## config.mk

```make
export PLATFORM = sky130hd
export DESIGN_NAME = zigbee_cordic_rotator
export DESIGN_NICKNAME = d
export VERILOG_FILES = /design/src/rtl/zigbee_cordic_pkg.sv /design/src/rtl/zigbee_cordic_rot_step.sv /design/src/rtl/zigbee_cordic_rotator.sv
export SDC_FILE = /design/constraint.sdc
export NUM_CORES = 1
export LEC_CHECK = 0
export ABC_AREA = 1
export BUFFER_PORTS_ARGS = -buffer_cell sky130_fd_sc_hd__buf_2
export CAP_MARGIN = 20
export CORE_AREA = 5 5 158 160
export CTS_BUF_LIST = sky130_fd_sc_hd__clkbuf_8
export CTS_CLUSTER_DIAMETER = 60
export DETAILED_ROUTE_END_ITERATION = 8
export DIE_AREA = 0 0 163 165
export HOLD_SLACK_MARGIN = 0.05
export SLEW_MARGIN = 20
export SYNTH_ARGS = -nofsm -noshare
export SYNTH_HDL_FRONTEND = slang
export SYNTH_SLANG_ARGS = --single-unit
```

## constraint.sdc

```tcl
create_clock -name clk -period 4 [get_ports clk]
set_input_delay 0.6 -clock clk [delete_from_list [all_inputs] [get_ports clk]]
set_output_delay 0.6 -clock clk [all_outputs]
set_load 0.01 [all_outputs]
```

## src/rtl/zigbee_cordic_pkg.sv

```systemverilog
// Shared types and constants for the Zigbee CORDIC rotator.
// Holds the FSM state type, the CORDIC gain constant and the arctangent generator.
package zigbee_cordic_pkg;

  typedef enum logic [1:0] {
    ST_IDLE   = 2'd0,
    ST_ROTATE = 2'd1,
    ST_DONE   = 2'd2
  } state_t;

  localparam real CORDIC_GAIN_INV = 0.607253;
  localparam real CORDIC_PI       = 3.14159265358979323846;

  // round(atan(2^-i) * 2^(w-1) / pi), evaluated at elaboration only
  function automatic int atan_const(input int i, input int w);
    real a;
    a = $atan(1.0 / (2.0 ** i)) * (2.0 ** (w - 1)) / CORDIC_PI;
    return $rtoi(a + 0.5);
  endfunction

endpackage

```

## src/rtl/zigbee_cordic_rot_step.sv

```systemverilog
// One combinational CORDIC micro-rotation with a variable arithmetic shift.
// The rotation direction follows the sign of the residual angle.
module zigbee_cordic_rot_step #(
  parameter int XY_SIZE = 16,
  parameter int W_SIZE  = 16,
  parameter int SH_W    = 4
) (
  input  logic signed [XY_SIZE-1:0] i_x,
  input  logic signed [XY_SIZE-1:0] i_y,
  input  logic signed [W_SIZE-1:0]  i_z,
  input  logic        [SH_W-1:0]    i_shift,
  input  logic signed [W_SIZE-1:0]  i_atan,
  output logic signed [XY_SIZE-1:0] o_x,
  output logic signed [XY_SIZE-1:0] o_y,
  output logic signed [W_SIZE-1:0]  o_z
);

  logic signed [XY_SIZE-1:0] w_xs;
  logic signed [XY_SIZE-1:0] w_ys;
  logic                      w_pos;

  assign w_xs  = i_x >>> i_shift;
  assign w_ys  = i_y >>> i_shift;
  assign w_pos = ~i_z[W_SIZE-1];

  assign o_x = w_pos ? (i_x - w_ys) : (i_x + w_ys);
  assign o_y = w_pos ? (i_y + w_xs) : (i_y - w_xs);
  assign o_z = w_pos ? (i_z - i_atan) : (i_z + i_atan);

endmodule

```

## src/rtl/zigbee_cordic_rotator.sv

```systemverilog
// Iterative rotation-mode CORDIC: binary phase in, scaled (cos, sin) out, one step per clock.
// Optional macro ZIGBEE_CORDIC_ROT_RESIDUAL_EN exposes the final angle residual as out_resid.
module zigbee_cordic_rotator
  import zigbee_cordic_pkg::*;
#(
  parameter int XY_SIZE   = 16,
  parameter int W_SIZE    = 16,
  parameter int N_ITER    = 14,
  parameter int GAIN_COMP = $rtoi(CORDIC_GAIN_INV * (2.0 ** (XY_SIZE - 2)) + 0.5)
) (
  input  logic                      clk,
  input  logic                      rst_n,
  input  logic                      in_valid,
  output logic                      in_ready,
  input  logic signed [W_SIZE-1:0]  in_angle,
  output logic                      out_valid,
  input  logic                      out_ready,
  output logic signed [XY_SIZE-1:0] out_cos,
  output logic signed [XY_SIZE-1:0] out_sin
`ifdef ZIGBEE_CORDIC_ROT_RESIDUAL_EN
  ,
  output logic signed [W_SIZE-1:0]  out_resid
`endif
);

  // state | meaning: IDLE waits for an angle; ROTATE does one micro-rotation per clock; DONE holds the result
  localparam int CNT_W = (N_ITER > 1) ? $clog2(N_ITER) : 1;
  localparam logic signed [XY_SIZE-1:0] GAIN_POS = XY_SIZE'(GAIN_COMP);
  localparam logic signed [XY_SIZE-1:0] GAIN_NEG = XY_SIZE'(-GAIN_COMP);

  state_t                    r_state;
  state_t                    w_state_nxt;
  logic signed [XY_SIZE-1:0] r_x;
  logic signed [XY_SIZE-1:0] r_y;
  logic signed [W_SIZE-1:0]  r_z;
  logic        [CNT_W-1:0]   r_cnt;
  logic signed [XY_SIZE-1:0] w_x_step;
  logic signed [XY_SIZE-1:0] w_y_step;
  logic signed [W_SIZE-1:0]  w_z_step;
  logic signed [W_SIZE-1:0]  w_atan_tab [N_ITER];
  logic                      w_accept;
  logic                      w_fold;
  logic                      w_last;

  for (genvar g = 0; g < N_ITER; g++) begin : g_atan
    assign w_atan_tab[g] = W_SIZE'(atan_const(g, W_SIZE));
  end

  assign in_ready = (r_state == ST_IDLE) || ((r_state == ST_DONE) && out_ready);
  assign w_accept = in_valid && in_ready;
  // angles in the left half-plane are rotated by pi and start from a negated X
  assign w_fold   = in_angle[W_SIZE-1] ^ in_angle[W_SIZE-2];
  assign w_last   = (r_cnt == CNT_W'(N_ITER - 1));

  zigbee_cordic_rot_step #(
    .XY_SIZE (XY_SIZE),
    .W_SIZE  (W_SIZE),
    .SH_W    (CNT_W)
  ) u_step (
    .i_x     (r_x),
    .i_y     (r_y),
    .i_z     (r_z),
    .i_shift (r_cnt),
    .i_atan  (w_atan_tab[r_cnt]),
    .o_x     (w_x_step),
    .o_y     (w_y_step),
    .o_z     (w_z_step)
  );

  always_comb begin
    w_state_nxt = r_state;
    unique case (r_state)
      ST_IDLE:   if (w_accept) w_state_nxt = ST_ROTATE;
      ST_ROTATE: if (w_last) w_state_nxt = ST_DONE;
      ST_DONE: begin
        if (w_accept)       w_state_nxt = ST_ROTATE;
        else if (out_ready) w_state_nxt = ST_IDLE;
      end
      default:   w_state_nxt = ST_IDLE;
    endcase
  end

  always_ff @(posedge clk) begin
    if (!rst_n) begin
      r_state <= ST_IDLE;
      r_x     <= '0;
      r_y     <= '0;
      r_z     <= '0;
      r_cnt   <= '0;
    end else begin
      r_state <= w_state_nxt;
      if (w_accept) begin
        r_x   <= w_fold ? GAIN_NEG : GAIN_POS;
        r_y   <= '0;
        r_z   <= {in_angle[W_SIZE-1] ^ w_fold, in_angle[W_SIZE-2:0]};
        r_cnt <= '0;
      end else if (r_state == ST_ROTATE) begin
        r_x   <= w_x_step;
        r_y   <= w_y_step;
        r_z   <= w_z_step;
        r_cnt <= r_cnt + CNT_W'(1);
      end
    end
  end

  assign out_valid = (r_state == ST_DONE);
  assign out_cos   = out_valid ? r_x : '0;
  assign out_sin   = out_valid ? r_y : '0;
`ifdef ZIGBEE_CORDIC_ROT_RESIDUAL_EN
  assign out_resid = out_valid ? r_z : '0;
`endif

endmodule

```

==> impl_metrics.yaml, run 1 <==
clock_tree:
  root_buffer: "clkbuf_8"
  clockBufferDepth: 2
  numCtsBuffers: 5
  clk_pin_slew_ps: 130
  clock_latency_ps: 360
  htreeDepth: 2
  cts_tree: "done"
  numClockSinks: 54
critical_path:
  reg2reg_to: "r_x[15]"
  critPathSlowestCell: "dfxtp_4"
  slowest_delay_ps: 450
  end_kind: "register"
  path_buf_inv: 5
  r2r-start: "r_cnt[0]"
  ff2ff_path_depth: 23
  path_delay_family: "simple AND/OR/NAND/NOR gates"
  worst_path_most_repeated_cell: "inv_1"
  critical_path_class: "register to register"
  cp_data_required_time_ps: 4220
  path_max_fanout: 20
  cp-start-kind: "register"
  cp_cell_sequence: "buf_12 > o21ai_1 > or2_1 > nand3_1 > nand3_2 > inv_1 > ha_2 > nand3_2 > nor3_4 > nor2_1 > xnor2_1 > inv_1 > ha_4 > a21oi_2 > inv_1 > a31oi_2 > o211ai_1 > a31oi_1 > inv_1 > nand3_1 > nand3_1 > nand2_1 > a21oi_1"
  worst-r2r-setup-slack_ps: 250
  crit_arrival_ps: 3970
die:
  die_x_um: 163
  initial_utilization_pct: 29.42
  core_area_um2: 23260
  fp.dieH_um: 165
  die_area_um2: 26900
  ios: 54
  row_count: 56
routing:
  drt_pass1_iterations: 5
  drc: 0
  vias: 7646
  wl_per_cell_um: 15.01
  drt-initial-drc-count: 593
  ant_nets: 0
  routed_via_density: 5.037
  routed_wl_mm: 22.79
sta:
  setup_tns_ps: 0
  setup_violations: 0
  slew_headroom_pct: 40.54
  fin_crit_sh_pct: 93.75
  hold_viol_final: 0
  drv_slew: 0
  timing.final.ws_setup_ps: 250.0
  whs_ps: 483.1
  skew_ps: 10.81
  fin_crit_ps: 3750
  tightestPinTransition_ps: 891.0
  fmax_mhz: 266.7
logic_synthesis:
  ys_seq_area_share_pct: 15.80
  synth_compound_area_share_pct: 18.88
  synth-edff-count: 0
  synth_flop_cell: "dfxtp_1"
  syn_inst: 1153
  synthMuxAreaShare_pct: 0
  synth_fp_nets: 1237
  synth_cell_types: 47
  synth_area_leaders: "nand2_1 (17%), dfxtp_1 (16%), ha_1 (11%)"
  avgSynthCellArea_um2: 5.936
  ys.warnings.count: 0
  synth_top_area_share_pct: 16.89
  synth_fa_ha_area_share_pct: 12.03
  synthSimpleGateAreaFrac_pct: 34.61
  synth_xor_area_share_pct: 8.062
  synth_top_family_by_area: "simple AND/OR/NAND/NOR gates"
  syn_area_um2: 6844
  async_flop_share_pct: 0
  yosysTopAreaCell: "nand2_1"
  yosys_register_bits: 54
placement:
  hpwl_mm: 17.58
  dpl_worst_slack_ps: 31.97
  port_buffers: 53
  gp_congestion: 0.9170
hold_path:
  hold_path.class: "register to register"
  hp-start: "r_y[0]"
  min_path_cells: 2
  worstHoldEndpoint: "r_y[0]"
finish:
  diodes: 0
  area_growth_syn_to_layout_pct: 14.75
  multi_input_area_um2: 5186
  num-nets-final: 1282
  drive_above_1_share_pct: 12.93
  register_area_um2: 1089
  final_core_util_pct: 33.76
  n_fill_cell: 2622
global_route:
  grt_max_degree: 40
  grt_pass1_wl_mm: 35.56
  grt_pass1_vias: 6803
  antenna_found_initial: 0
  grt_usage_pct: 16.27
  grt_overflow_total: 0
job:
  drv_cap: 0
power:
  ir_drop_mv: 0.1653
  power_density_nw_per_um2: 431.1
  leakage_nw: 3.947
run_status:
  status: "complete, no violations"
[sequential cells by signal (all words and copies together) (netlist names)]
signal and cells:
r_cnt 4, r_state 2, r_y 16, r_x 16
r_z 16
[power by group]
group / total (W) / internal [W] / switching [W]
registers: 0.000724 / 0.000611 / 0.000113
clock network: 0.000386 / 0.000131 / 0.000254
logic: 0.00228 / 0.000891 / 0.00139
[kinds of logic (layout without fill, tap and decap cells)]
family | after synthesis | after routing
and+or+nand+nor | 564 | 564
AOI/OAI and AO/OA | 232 | 232
buffers and inverters | 176 | 222
adders and majority gates | 64 | 64
xor gates and xnor gates | 63 | 63
DFF | 54 | 54
[worst register-to-register path: cells and delay by family (launching register included)]
| family | cells | cell delay, ps |
|---|---|---|
| buf+inv | 5 | 530 |
| flops | 1 | 450 |
| fa+ha+maj | 2 | 450 |
| simple gates | 9 | 1160 |
| compound gates | 6 | 790 |
| xor+xnor | 1 | 240 |
[per-layer routing]
metal	up-vias	global-route usage (%)	part of all wire, %
met4	0	3.393	1.5
met1	3519	23.52	50
li1	3904	-	-
met3	26	2.196	5.1
met5	-	0	0
met2	197	25.87	44
[timing repair]
item                       in CTS  in global routing
resized for setup               2                 47
gates cloned                    0                  2
pin swaps                       0                 10
hold buffers                    0                  0
setup endpoints to repair       1                 16
buffers inserted                0                  5
[cell usage in the layout, fill, tap and decap left out, types with 3 or more instances in the layout]
cell type	Yosys	layout
nand2_2	1	5
or2_2	7	7
dfxtp_2	0	3
o21ai_1	5	13
inv_1	119	119
nor3_1	15	13
nor2_1	90	87
buf_2	15	53
inv_2	6	5
nand3_1	126	122
xor2_1	37	37
o21bai_1	3	3
a221oi_1	3	3
o21ai_2	3	3
ha_4	0	3
ha_1	61	57
dfxtp_1	54	50
o211ai_1	10	10
clkbuf_8	0	5
nand2_1	308	304
buf_4	6	29
a31oi_1	23	22
nand3_2	0	4
a21oi_1	98	93
xnor2_1	26	26
nor2_2	4	7
o21ai_0	71	63
fa_1	3	3
a21oi_2	3	8
nand4_1	5	5
[layout make-up]
class,count,area share (%)
clock buffer,5,0.8762
clock inverter,3,0.3664
inverter,126,6.149
multi-input combinational,923,66.03
sequential,54,13.86
tap,319,5.082
timing repair buffer,88,7.631
[worst max path at each step]
stage | endpoint | cells after the start | startpoint
6_report | r_x[15] | 23 | r_cnt[0]
5_1_grt | r_x[13] | 24 | r_cnt[0]
4_1_cts | r_y[13] | 26 | r_cnt[0]
3_5_place_dp | r_y[15] | 28 | r_cnt[0]
2_1_floorplan | r_x[12] | 25 | r_cnt[0]
3_3_place_gp | r_y[15] | 28 | r_cnt[0]
[synth_stat cells (2+ instances only)]
| cell | number |
|---|---|
| nand2_1 | 308 |
| nand3_1 | 126 |
| inv_1 | 119 |
| a21oi_1 | 98 |
| nor2_1 | 90 |
| o21ai_0 | 71 |
| ha_1 | 61 |
| dfxtp_1 | 54 |
| xor2_1 | 37 |
| xnor2_1 | 26 |
| a31oi_1 | 23 |
| clkbuf_1 | 22 |
| buf_2 | 15 |
| nor3_1 | 15 |
| o211ai_1 | 10 |
| or2_2 | 7 |
| buf_4 | 6 |
| inv_2 | 6 |
| nand4_1 | 5 |
| o21ai_1 | 5 |
| buf_1 | 4 |
| nor2_2 | 4 |
| a21boi_0 | 3 |
| a21oi_2 | 3 |
| a221oi_1 | 3 |
| buf_6 | 3 |
| fa_1 | 3 |
| o21ai_2 | 3 |
| o21bai_1 | 3 |
| nor3_2 | 2 |
| o31ai_1 | 2 |
[metrics by stage]
stage          area [um2]  power [W]  cells
2_1_floorplan        6844   0.002346   1153
3_3_place_gp         7485   0.002801   1502
3_5_place_dp         7500   0.002813   1503
4_1_cts              7607   0.003222   1511
5_1_grt              7854   0.003708   1518
6_report             7854   0.003386   1518
No activity file was read; power rests on OpenSTA's default activity.
==> run 2: changes to the inputs <==
Clock period 4 ns to 3.7 ns, I/O delays scaled along.
==> run 2 against run 1 <==
- sequential power is 7.9% higher
- count of clock-buffer cells in the layout stayed put
- sequential share of layout area is 1.8 points lower
- setup slack worse by 210 ps
- hold slack worse by 30 ps
- highest routed layer unchanged
- critical path type unchanged
- design area is 15% higher
- via count is 6.9% higher
- maximum frequency is 2.3% higher
==> impl_metrics.yaml, run 2 (synthesis gave the netlist of run 1 again) <==
run_status:
  status: "complete, no violations"
critical_path:
  path_max_fanout: 12
  cp_data_required_time_ps: 3960
  r2r-start: "r_cnt[0]"
  critPathSlowestCell: "dfxtp_4"
  path_delay_family: "simple AND/OR/NAND/NOR gates"
  path_buf_inv: 6
  reg2reg_to: "r_x[15]"
  cp_cell_sequence: "buf_12 > o21ai_1 > or2_1 > nand3_2 > nand3_2 > inv_2 > ha_4 > nand3_2 > nor3_4 > buf_4 > nor2_1 > xnor2_1 > inv_1 > ha_1 > a21oi_1 > inv_1 > a31oi_2 > o211ai_1 > a31oi_1 > inv_1 > nand3_1 > nand3_1 > nand2_1 > a21oi_1"
  worst-r2r-setup-slack_ps: 40
  ff2ff_path_depth: 24
  critical_path_class: "register to register"
  cp-start-kind: "register"
  slowest_delay_ps: 480
  end_kind: "register"
  crit_arrival_ps: 3920
sta:
  skew_ps: 15.64
  fmax_mhz: 272.9
  setup_violations: 0
  rsz0062_at_grt: "yes"
  tightestPinTransition_ps: 906.2
  fin_crit_sh_pct: 99.03
  slew_headroom_pct: 39.52
  hold_viol_final: 0
  fin_crit_ps: 3664
  drv_slew: 0
hold_path:
  hp-start: "in_angle[4]"
  min_path_cells: 3
  worstHoldEndpoint: "r_z[4]"
  hold_path.class: "input port to register"
finish:
  diodes: 0
  area_growth_syn_to_layout_pct: 32.36
  final_core_util_pct: 38.94
  num-nets-final: 1389
  largestRegisters: "r_x: 16 flops, r_y: 16 flops, r_z: 16 flops"
  n_fill_cell: 2534
  final_common_cell: "nand2_1"
  design_area_um2: 9059
  most-common-layout-cells: "nand2_1 (290), buf_4 (131), inv_1 (114)"
  drive_above_1_share_pct: 25.57
global_route:
  grt_overflow_total: 0
  grt_usage_pct: 16.64
  grt_pass1_vias: 7287
  antenna_found_initial: 0
  grt_pass1_wl_mm: 36.54
  grt_max_degree: 42
routing:
  routed_wl_mm: 24.01
  drc: 0
  routed_via_density: 5.029
  ant_nets: 0
  wl_per_cell_um: 14.77
  drt_pass1_iterations: 6
  drt-initial-drc-count: 586
  vias: 8172
power:
  power_density_nw_per_um2: 473.1
  ir_drop_mv: 0.2126
  leakage_nw: 4.568
clock_tree:
  clk_pin_slew_ps: 140
  numCtsBuffers: 5
  numClockSinks: 54
  clock_latency_ps: 360
  htreeDepth: 2
  clockBufferDepth: 2
  cts_tree: "done"
  root_buffer: "clkbuf_8"
die:
  die_area_um2: 26900
  row_count: 56
  fp.dieH_um: 165
  initial_utilization_pct: 29.42
  die_x_um: 163
  ios: 54
  core_area_um2: 23260
placement:
  port_buffers: 53
  hpwl_mm: 18.00
  dpl_cell_area_um2: 8213
  gp_congestion: 0.9145
job:
  drv_cap: 0
-- run 2: cell count changes in the layout (fill, tap and decap cells not counted), moves of 6 or more --
cell and change:
nand3_2 +12, o21ai_0 -13, nand2_1 -14, a21oi_2 +13, nand3_1 -12, o21ai_1 +7
nand2_2 +13, a21oi_1 -14, buf_4 +102, o21ai_2 +6
-- run 2: where the power goes --
group	internal (W)	switching [W]
logic	0.00138	0.00170
registers	0.000660	0.000121
clock network	0.000142	0.000289
total	0.00218	0.00211
-- run 2: tightest hold or removal path: stages --
cell	delay, ps
buf_2	100
nand2_1	50
a31oi_1	70
-- run 2: layer usage --
metal  share of wire, %  GRT usage (%)  vias up
li1                   -              -     4115
met1                 46          23.30     3751
met2                 45          26.89      271
met3                6.7          2.695       35
met4                1.8          3.812        0
met5                  0              0        -
-- run 2: worst max path at each step --
stage	start	endpoint	cells past startpoint
4_1_cts	r_cnt[0]	r_y[15]	28
3_5_place_dp	r_cnt[0]	r_y[15]	27
5_1_grt	r_cnt[0]	r_y[15]	27
3_3_place_gp	r_cnt[0]	r_z[12]	22
6_report	r_cnt[0]	r_x[15]	24
2_1_floorplan	r_cnt[0]	r_x[12]	25
-- run 2: cell type report --
cell class | instances | area, um2 | share of cell area [%]
flip-flops and latches | 54 | 1090 | 12.03
clock inverters | 3 | 28.78 | 0.3177
well taps | 319 | 399.1 | 4.406
repair buffers | 195 | 1474 | 16.27
inverters | 126 | 483.0 | 5.331
clock buffers | 5 | 68.82 | 0.7597
multi-input cells | 923 | 5515 | 60.88
-- run 2: repair_timing --
action                     4_1_cts  5_1_grt
hold buffers                     0        0
hold endpoints to repair         0        0
gates cloned                     0        3
buffers inserted                 6       13
pin swaps                        9       43
gates resized for setup         11      131
setup endpoints to repair       14       22
-- run 2: metrics by stage --
| step | setup TNS, ps | setup WS (ps) | hold WS, ps | std cells | power (W) |
|---|---|---|---|---|---|
| floorplan | 0 | 291.5 | 445.3 | 1153 | 0.002537 |
| global placement | -296.1 | -79.02 | 452.4 | 1594 | 0.003411 |
| detailed placement | -593.5 | -117.8 | 459.7 | 1594 | 0.003434 |
| CTS | 0 | 2.016 | 440.1 | 1608 | 0.003923 |
| global route | -1122 | -191.4 | 452.9 | 1625 | 0.004665 |
| finish | 0 | 35.76 | 453.1 | 1625 | 0.004286 |
